### src/rtl/imem_loader_pkg.sv
// Shared constants for the instruction-memory boot loader: FSM state codes,
// default word-address width and header length in bytes.
package imem_loader_pkg;

    localparam int ADDR_W_DEFAULT = 8;
    localparam int HDR_LEN        = 2;

    localparam logic [2:0] S_HDR_LO = 3'd0;
    localparam logic [2:0] S_HDR_HI = 3'd1;
    localparam logic [2:0] S_DATA   = 3'd2;
    localparam logic [2:0] S_CSUM   = 3'd3;
    localparam logic [2:0] S_DONE   = 3'd4;
    localparam logic [2:0] S_ERR    = 3'd5;

    // DONE and ERR are terminal until reset; no byte is taken there.
    function automatic logic is_final(input logic [2:0] st);
        return (st == S_DONE) || (st == S_ERR);
    endfunction

endpackage

### src/rtl/imem_loader_pack.sv
// Byte packer: gathers four stream bytes into one little-endian 32-bit word.
// word_vld_o/word_o are combinational on the 4th byte; clr_i rewinds the index.
module imem_loader_pack
    import imem_loader_pkg::*;
(
    input  logic        clk_i,
    input  logic        rst_i,
    input  logic        clr_i,
    input  logic        byte_vld_i,
    input  logic [7:0]  byte_dat_i,
    output logic        word_vld_o,
    output logic [31:0] word_o
);

    logic [1:0]  idx_q, idx_d;
    logic [23:0] sh_q, sh_d;

    // Only the three oldest bytes are stored; the 4th arrives on the bus itself.
    always_comb begin
        idx_d = idx_q;
        sh_d  = sh_q;
        if (clr_i) begin
            idx_d = 2'd0;
        end else if (byte_vld_i) begin
            idx_d = idx_q + 2'd1;
            sh_d  = {byte_dat_i, sh_q[23:8]};
        end
    end

    always_ff @(posedge clk_i or posedge rst_i) begin
        if (rst_i) begin
            idx_q <= 2'd0;
            sh_q  <= 24'd0;
        end else begin
            idx_q <= idx_d;
            sh_q  <= sh_d;
        end
    end

    assign word_vld_o = byte_vld_i && !clr_i && (idx_q == 2'd3);
    assign word_o     = {byte_dat_i, sh_q};

endmodule

### src/rtl/imem_loader.sv
// Boot loader: 2-byte LE word count, then N LE words written to consecutive addresses;
// holds the core in reset until complete. Optional XOR trailer under LOADER_CHECKSUM_EN.
module imem_loader
    import imem_loader_pkg::*;
#(
    parameter int ADDR_W = ADDR_W_DEFAULT
) (
    input  logic              clk,
    input  logic              reset,
    input  logic [7:0]        rx_data,
    input  logic              rx_valid,
    output logic              rx_ready,
    output logic              im_we,
    output logic [ADDR_W-1:0] im_addr,
    output logic [31:0]       im_wdata,
    output logic              core_reset,
    output logic              done,
    output logic              error
);

    localparam int CW       = ADDR_W + 1;
    localparam int HDR_BITS = 8 * HDR_LEN;
    localparam logic [HDR_BITS:0] MAX_WORDS = {{HDR_BITS{1'b0}}, 1'b1} << ADDR_W;
    localparam logic [CW-1:0]     ONE       = {{ADDR_W{1'b0}}, 1'b1};
`ifdef LOADER_CHECKSUM_EN
    localparam logic [2:0] S_AFTER_PAYLOAD = S_CSUM;
`else
    localparam logic [2:0] S_AFTER_PAYLOAD = S_DONE;
`endif

    logic [2:0]        state_q, state_d;
    logic [7:0]        n_lo_q, n_lo_d;
    logic [CW-1:0]     n_q, n_d;
    logic [CW-1:0]     wcnt_q, wcnt_d;
    logic              rdy_q, rdy_d;
    logic              we_q, we_d;
    logic [ADDR_W-1:0] addr_q, addr_d;
    logic [31:0]       wdata_q, wdata_d;
    logic              core_rst_q, core_rst_d;
    logic              done_q, done_d;
    logic              err_q, err_d;

    logic                accept;
    logic                in_data;
    logic [HDR_BITS-1:0] n_full;
    logic                word_vld;
    logic [31:0]         word;

    assign accept  = rx_valid && rdy_q;
    assign in_data = (state_q == S_DATA);
    assign n_full  = {rx_data, n_lo_q};

    imem_loader_pack u_pack (
        .clk_i      (clk),
        .rst_i      (reset),
        .clr_i      (!in_data),
        .byte_vld_i (accept && in_data),
        .byte_dat_i (rx_data),
        .word_vld_o (word_vld),
        .word_o     (word)
    );

`ifdef LOADER_CHECKSUM_EN
    logic [7:0] xor_q, xor_d;

    always_comb begin
        xor_d = xor_q;
        if (accept && (state_q == S_HDR_LO || state_q == S_HDR_HI || state_q == S_DATA)) begin
            xor_d = xor_q ^ rx_data;
        end
    end

    always_ff @(posedge clk or posedge reset) begin
        if (reset) begin
            xor_q <= 8'd0;
        end else begin
            xor_q <= xor_d;
        end
    end
`endif

    always_comb begin
        state_d = state_q;
        n_lo_d  = n_lo_q;
        n_d     = n_q;
        wcnt_d  = wcnt_q;
        we_d    = 1'b0;
        addr_d  = addr_q;
        wdata_d = wdata_q;
        case (state_q)
            S_HDR_LO: begin
                if (accept) begin
                    n_lo_d  = rx_data;
                    state_d = S_HDR_HI;
                end
            end
            S_HDR_HI: begin
                if (accept) begin
                    n_d = n_full[CW-1:0];
                    // Rejecting oversize counts here is what keeps im_addr from wrapping.
                    if ({1'b0, n_full} > MAX_WORDS) begin
                        state_d = S_ERR;
                    end else if (n_full == '0) begin
                        state_d = S_AFTER_PAYLOAD;
                    end else begin
                        state_d = S_DATA;
                    end
                end
            end
            S_DATA: begin
                if (word_vld) begin
                    we_d    = 1'b1;
                    addr_d  = wcnt_q[ADDR_W-1:0];
                    wdata_d = word;
                    wcnt_d  = wcnt_q + ONE;
                    if (wcnt_q + ONE == n_q) begin
                        state_d = S_AFTER_PAYLOAD;
                    end
                end
            end
`ifdef LOADER_CHECKSUM_EN
            S_CSUM: begin
                if (accept) begin
                    state_d = (rx_data == xor_q) ? S_DONE : S_ERR;
                end
            end
`endif
            S_DONE, S_ERR: begin
                state_d = state_q;
            end
            default: begin
                state_d = S_ERR;
            end
        endcase
    end

    // Status follows state_q, so done lags the final write by one cycle.
    always_comb begin
        rdy_d      = !is_final(state_d);
        core_rst_d = (state_q != S_DONE);
        done_d     = (state_q == S_DONE);
        err_d      = (state_q == S_ERR);
    end

    always_ff @(posedge clk or posedge reset) begin
        if (reset) begin
            state_q    <= S_HDR_LO;
            n_lo_q     <= 8'd0;
            n_q        <= '0;
            wcnt_q     <= '0;
            rdy_q      <= 1'b0;
            we_q       <= 1'b0;
            addr_q     <= '0;
            wdata_q    <= 32'd0;
            core_rst_q <= 1'b1;
            done_q     <= 1'b0;
            err_q      <= 1'b0;
        end else begin
            state_q    <= state_d;
            n_lo_q     <= n_lo_d;
            n_q        <= n_d;
            wcnt_q     <= wcnt_d;
            rdy_q      <= rdy_d;
            we_q       <= we_d;
            addr_q     <= addr_d;
            wdata_q    <= wdata_d;
            core_rst_q <= core_rst_d;
            done_q     <= done_d;
            err_q      <= err_d;
        end
    end

    assign rx_ready   = rdy_q;
    assign im_we      = we_q;
    assign im_addr    = addr_q;
    assign im_wdata   = wdata_q;
    assign core_reset = core_rst_q;
    assign done       = done_q;
    assign error      = err_q;

endmodule

### config.mk
export PLATFORM = sky130hd
export DESIGN_NAME = imem_loader
export DESIGN_NICKNAME = d
export VERILOG_FILES = /design/src/rtl/imem_loader_pkg.sv /design/src/rtl/imem_loader_pack.sv /design/src/rtl/imem_loader.sv
export SDC_FILE = /design/constraint.sdc
export NUM_CORES = 1
export LEC_CHECK = 0
export ABC_AREA = 1
export CAP_MARGIN = 20
export CORE_MARGIN = 2
export CORE_UTILIZATION = 40
export DETAILED_ROUTE_END_ITERATION = 7
export PLACE_DENSITY = 0.65
export SLEW_MARGIN = 20
export SYNTH_ARGS = -nofsm -noshare
export SYNTH_HDL_FRONTEND = slang
export SYNTH_SLANG_ARGS = --single-unit
### constraint.sdc
create_clock -name clk -period 5.3 [get_ports clk]
set_input_delay 0.795 -clock clk [delete_from_list [all_inputs] [get_ports clk]]
set_output_delay 0.795 -clock clk [all_outputs]
set_load 0.01 [all_outputs]
==> results by group, run 1 <==
Die
  • Core area: roughly 10000 um^2
  • # IOs: 56
  • Die area: ~11000 um^2
  • Rows: 37
  • Initial Util: between 40 and 50%
  • Die width: around 110 um
  • Die H: about 110 um

Yosys
  • Largest family of logic cells by synthesized area: simple AND/OR/NAND/NOR gates
  • Simple-gate share of the synthesized area: a little over a fifth
  • Mapped Nets: between 400 and 500
  • Synth Instances: 480
  • Compound-cell area share of the yosys netlist: just over 10%
  • Synth top area cells: dfrtp_1 59%, nand2_1 14%, o21ai_0 9.6%
  • Unique cell type count in the Yosys netlist: 24
  • Adder-cell area share of the yosys netlist: 0.600%
  • Syn Area/Cell: just under 9 um^2
  • Area leader, netlist: dfrtp_1
  • Mapped Area: 4170 um^2
  • Synth top area share: between 50% and 60%
  • XOR/XNOR Fraction of Synth Area: less than 1%
  • Yosys warning count: 0
  • Post-synthesis register bit count: 100
  • Post-synthesis sequential area ratio: 60.1%
  • Post-synthesis mux area share: 0%

Worst hold path
  • Hold Crit Class: flip-flop to flip-flop
  • Hold Path End: im_wdata[7]
  • Worst Hold Depth: 2
  • Hold path startpoint: im_wdata[7]

Timing
  • Setup Skew: 15.8 ps
  • Maximum clock rate: around 0.28 GHz
  • Final Cycle Share: roughly two thirds
  • Hold Fails Final Rpt: 0
  • Least-Margin Pin Slew: between 800 and 900 ps
  • Slew HR: approximately 43%
  • Final setup violation count: 0
  • Hold_ws: 481 ps
  • RSZ-0062 raised after global routing: false
  • Setup TNS: 0 ps
  • Max Slew Vio Count: 0
  • Min cycle time layout: between 3000 and 4000 ps

Finish
  • Design Area, Final: between 5000 and 6000 um^2
  • Most frequent cells in the layout: 159 x nand2_1, 99 x dfrtp_1, 80 x o21ai_0, 55 x clkdlybuf4s50_1, 50 x inv_1
  • FILL cells: roughly 970
  • Nets: around 540
  • Layout cell share with drive strength beyond 1: ~6.4%
  • Antenna diodes: 0
  • Synthesis-to-layout area growth: 20.8%
  • Most common cell after layout, fill and taps aside: nand2_1
  • Final Util: about half

Routing
  • Initial DRC Count: 133
  • Final wirelength: about 8.4 mm
  • Post-route ant nets: 0
  • Vias per inst: ~4.7
  • Vias: ~3100
  • Router iterations before antenna repair: 4
  • Detailed-route DRC error count: 0
  • Routed wire per std cell: between 10 and 15 um

Job
  • Max Cap Viol: 0

Placed design
  • GPL Wtd Cong: 0.811
  • Placed instance area: a little under 5000 um^2
  • Port buffer count: between 50 and 60
  • Dpl hpwl: ~5.8 mm

Critical path
  • CP peak stage delay: roughly 700 ps
  • Reg-to-reg slack, setup: between 2000 and 2500 ps
  • CP max-delay cell: clkinv_2
  • R2R depth: 6
  • FF-to-FF End: im_wdata[27]
  • CP arrival: around 3800 ps
  • CP endpoint kind: flip-flop
  • CP Class: input pin to flip-flop
  • Worst reg2reg startpoint: state_q[2]
  • Crit path max fanout: 79
  • Critical Path RT: around 5600 ps
  • Startpoint Class: input pin
  • Sequence of cells on the critical path: clkdlybuf4s50_1 > nand2_1 > inv_1 > nand3_2 > nor2_2 > buf_4 > clkinv_2 > o21ai_0

Pwr
  • VDD IR max: about 0.12 mV
  • Pwr Total: between 1 and 1.5 mW
  • Power per cell area: ~260 nW/um^2
  • Leakage: ~2.3 nW

Global routing
  • Vias in the first global route: around 3100
  • Initial antenna violation count: 0
  • Gr ovfl total: 0
  • Gr usage total: between 15 and 20%
  • Largest net degree at the start of global routing: 80
  • Global-route wire length before repair: 14.8 mm

Clock tree
  • Buffer count from post-CTS setup fixing: 0
  • CTS Sinks: 100
  • CTS root buf: clkbuf_8
  • CTS tree: built
  • CTS Buffer Depth: 2
  • H-tree levels: 3
  • Hold_buf cts: 0
  • Total CTS buffers: 9
  • CTS clock-pin slew for the worst setup and hold paths: approximately 100 ps
  • Post_cts resized: 0
  • Clk Latency, worst-skew pair: 370 ps

Outcome
  • Status: completed
-- per-stage QoR --
stage / setup slack [ps] / cells
2_1_floorplan: 1890 / 480
3_3_place_gp: 1780 / 656
3_5_place_dp: 1730 / 656
4_1_cts: 2100 / 671
5_1_grt: 1240 / 671
6_report: 1720 / 671
-- synth_stat cells (all sizes together) --
library cell and instances:
ha 2, or2 1, nand4 1, clkbuf 10, dfstp 1, nand3 28, o21ai 82, a21oi 3
dfrtp 99, buf 8, inv 52, xor2 1, nor2 28, nor3 1, nor4 1, nand2 162
-- how the worst max path moves through the flow --
stage,depth (start not counted),end,slack (ps),from
3_5_place_dp,9,im_wdata[12],1730,rx_valid
2_1_floorplan,1,done,1890,reset
5_1_grt,8,im_wdata[20],1240,rx_valid
6_report,8,im_wdata[27],1720,rx_valid
4_1_cts,8,im_wdata[27],2100,rx_valid
3_3_place_gp,9,im_wdata[25],1780,rx_valid
-- per-layer routing --
metal  global-route usage, %  vias up  routed length [um]
li1                        -     1623                   -
met1                    23.8     1454                4250
met2                    25.3       55                3740
met3                    2.33       10                 245
met4                    6.11        0                 134
met5                       0        -                   0
-- where the power goes --
group | switching [mW] | internal [mW] | leakage, nW
Clock | 0.278 | 0.226 | 0.105
Sequential | 0 | 0.762 | 1.32
Combinational | 0.0199 | 0.00770 | 0.912
-- cell type report --
cell class / instances / area [um^2] / area share [%]
multi-input cells: 310 / 1380 / 27.4
well taps: 136 / 170 / 3.38
clock inverters: 6 / 83.8 / 1.67
inverters: 52 / 199 / 3.95
flip-flops and latches: 100 / 2500 / 49.7
repair buffers: 58 / 573 / 11.4
clock buffers: 9 / 124 / 2.46
-- cells by family (layout without fill, tap and decap cells) --
| logic type | count (synthesis) | in the layout |
|---|---|---|
| buffers and inverters | 70 | 125 |
| xor gates and xnor gates | 1 | 1 |
| adders and majority gates | 2 | 2 |
| and+or+nand+nor | 222 | 222 |
| AOI/OAI and AO/OA | 85 | 85 |
| DFF | 100 | 100 |
-- critical path, delay by kind of cell --
kind                   cells  cell delay, ps
buffers and inverters      4            1560
and+or+nand+nor            3            1020
AOI/OAI and AO/OA          1             430
-- flip-flops by register name, indices dropped and copies added, names as in the netlist --
register	count
core_reset	1
done	1
error	1
im_addr	8
im_wdata	32
im_we	1
n_lo_q	8
n_q	9
rx_ready	1
state_q	3
u_pack.idx_q	2
u_pack.sh_q	24
wcnt_q	9
(Power assumes the default switching activity.)
==> run 2, diff against run 1 <==
==> constraint.sdc (replaced) <==
create_clock -name clk -period 3.57 [get_ports clk]
set_input_delay 0.5355 -clock clk [delete_from_list [all_inputs] [get_ports clk]]
set_output_delay 0.5355 -clock clk [all_outputs]
set_load 0.01 [all_outputs]
==> results by group, run 2 (synthesis gave the netlist of run 1 again) <==
Die
  • Rows: 37 (unchanged)
  • Core area: 10200 um^2 (unchanged)
  • Initial Util: 40.7% (unchanged)
  • Die area: 11300 um^2 (unchanged)
  • # IOs: 56 (unchanged)
  • Die width: 106 um (unchanged)
  • Die H: 106 um (unchanged)

Global routing
  • Gr ovfl total: 0 (unchanged)
  • Global-route wire length before repair: 14.2 mm (was 14.8 mm)
  • Gr usage total: 15.7% (was 16.4%)
  • Largest net degree at the start of global routing: 80 (unchanged)
  • Initial antenna violation count: 0 (unchanged)
  • Vias in the first global route: 3011 (was 3082)

Timing
  • RSZ-0062 raised after global routing: false (unchanged)
  • Final setup violation count: 0 (unchanged)
  • Final Cycle Share: approximately two thirds
  • Hold Fails Final Rpt: 0 (unchanged)
  • Maximum clock rate: between 0.4 and 0.5 GHz
  • Slew HR: 39.7% (was 43.0%)
  • Max Slew Vio Count: 0 (unchanged)
  • Setup Skew: 11.1 ps (was 15.8 ps)
  • Least-Margin Pin Slew: 905 ps (was 853 ps)
  • Min cycle time layout: between 2000 and 2500 ps
  • Setup TNS: 0 ps (unchanged)

Finish
  • Layout cell share with drive strength beyond 1: 6.70% (was 6.36%)
  • Multi-input gate area: 1380 um^2 (unchanged)
  • Design Area, Final: 5030 um^2 (about the same)
  • Antenna diodes: 0 (unchanged)
  • Synthesis-to-layout area growth: 20.7% (was 20.8%)
  • Register area: 2500 um^2 (unchanged)
  • Max FFs per register: 32 (unchanged)
  • FILL cells: 979 (was 968)
  • Most frequent cells in the layout: 159 x nand2_1, 99 x dfrtp_1, 80 x o21ai_0, 55 x clkdlybuf4s50_1, 50 x inv_1 (unchanged)
  • Nets: 545 (was 544)
  • Most common cell after layout, fill and taps aside: nand2_1 (unchanged)

Critical path
  • Critical Path RT: 3830 ps (was 5550 ps)
  • Crit path max fanout: 79 (unchanged)
  • CP endpoint kind: flip-flop (unchanged)
  • Startpoint Class: input pin (unchanged)
  • CP peak stage delay: 700 ps (about the same)
  • CP arrival: 2630 ps (was 3840 ps)
  • CP Class: input pin to flip-flop (unchanged)
  • Sequence of cells on the critical path: clkdlybuf4s50_1 > nand2_1 > inv_1 > nand3_2 > nor2_2 > clkinv_2 > o21ai_0 (was clkdlybuf4s50_1 > nand2_1 > inv_1 > nand3_2 > nor2_2 > buf_4 > clkinv_2 > o21ai_0)
  • CP max-delay cell: clkinv_2 (unchanged)
  • Reg-to-reg slack, setup: 1420 ps (was 2220 ps)

Outcome
  • Status: completed (unchanged)

Pwr
  • VDD IR max: 0.162 mV (was 0.123 mV)
  • Leakage: 2.34 nW (was 2.33 nW)
  • Power per cell area: 371 nW/um^2 (was 257 nW/um^2)

Routing
  • Vias: 3142 (unchanged)
  • Detailed-route DRC error count: 0 (unchanged)
  • Initial DRC Count: 133 (unchanged)
  • Routed wire per std cell: 12.3 um (was 12.5 um)
  • Final wirelength: 8.27 mm (was 8.37 mm)
  • Vias per inst: 4.67 (was 4.68)
  • Post-route ant nets: 0 (unchanged)
  • Router iterations before antenna repair: 4 (unchanged)

Clock tree
  • Clk Latency, worst-skew pair: 370 ps (about the same)
  • CTS Buffer Depth: 2 (unchanged)
  • CTS clock-pin slew for the worst setup and hold paths: 100 ps (about the same)
  • Hold_buf cts: 0 (unchanged)
  • CTS Sinks: 100 (unchanged)
  • CTS tree: built (unchanged)
  • Buffer count from post-CTS setup fixing: 0 (unchanged)
  • CTS root buf: clkbuf_8 (unchanged)
  • H-tree levels: 3 (unchanged)
  • Post_cts resized: 0 (unchanged)
  • Total CTS buffers: 9 (unchanged)

Job
  • Max Cap Viol: 0 (unchanged)

Placed design
  • Dpl hpwl: 5.71 mm (was 5.84 mm)
  • Port buffer count: 55 (unchanged)
  • GPL Wtd Cong: 0.865 (was 0.811)
  • Placed instance area: 4840 um^2 (was 4820 um^2)

Worst hold path
  • Hold Crit Class: flip-flop to flip-flop (unchanged)
## run 2: final timing paths
| kind | startpoint | to | depth (start not counted) |
|---|---|---|---|
| worst min register to register | im_addr[2] | im_addr[2] | 2 |
| worst max-delay path | rx_valid | im_wdata[15] | 7 |
| min in group asynchronous | reset | im_addr[7] | 2 |
| worst max register to register | state_q[2] | im_wdata[15] | 5 |
| max in group asynchronous | reset | u_pack.sh_q[3] | 3 |
| worst min-delay path | im_addr[2] | im_addr[2] | 2 |
## run 2: report_power, final
| group | leakage, nW | total, mW | switching (mW) | internal [mW] |
|---|---|---|---|---|
| Clock | 0.0984 | 0.693 | 0.422 | 0.271 |
| Sequential | 1.32 | 1.13 | 0 | 1.13 |
| Combinational | 0.921 | 0.0433 | 0.0303 | 0.0130 |
## run 2: stage by stage
step	instances	hold WS, ps	power, mW	setup slack, ps	util [%]
6_report	673	480	1.87	1200	49.2
5_1_grt	673	493	1.93	889	49.2
4_1_cts	673	485	1.89	1450	49.2
3_5_place_dp	657	460	1.20	1040	47.4
3_3_place_gp	657	458	1.20	1070	47.4
2_1_floorplan	480	449	1.18	417	-
## run 2: layout make-up
cell class / instances / share of cell area [%]
clock inverter: 7 / 1.24
timing repair buffer: 59 / 11.8
multi-input combinational: 310 / 27.4
clock buffer: 9 / 2.46
sequential: 100 / 49.8
tap: 136 / 3.38
inverter: 52 / 3.95
## run 2: routing by layer
metal  routed length (um)  global-route usage, %  share of wire [%]
met5                    0                      0                  0
met4                  144                   5.83                1.7
met3                  308                   2.70                3.7
met2                 3590                   24.4                 43
met1                 4230                   22.3                 51
## run 2: worst max-delay path: cells and delay by family
family          cells  cell delay, ps
compound gates      1             460
buf+inv             3            1290
simple gates        3             310
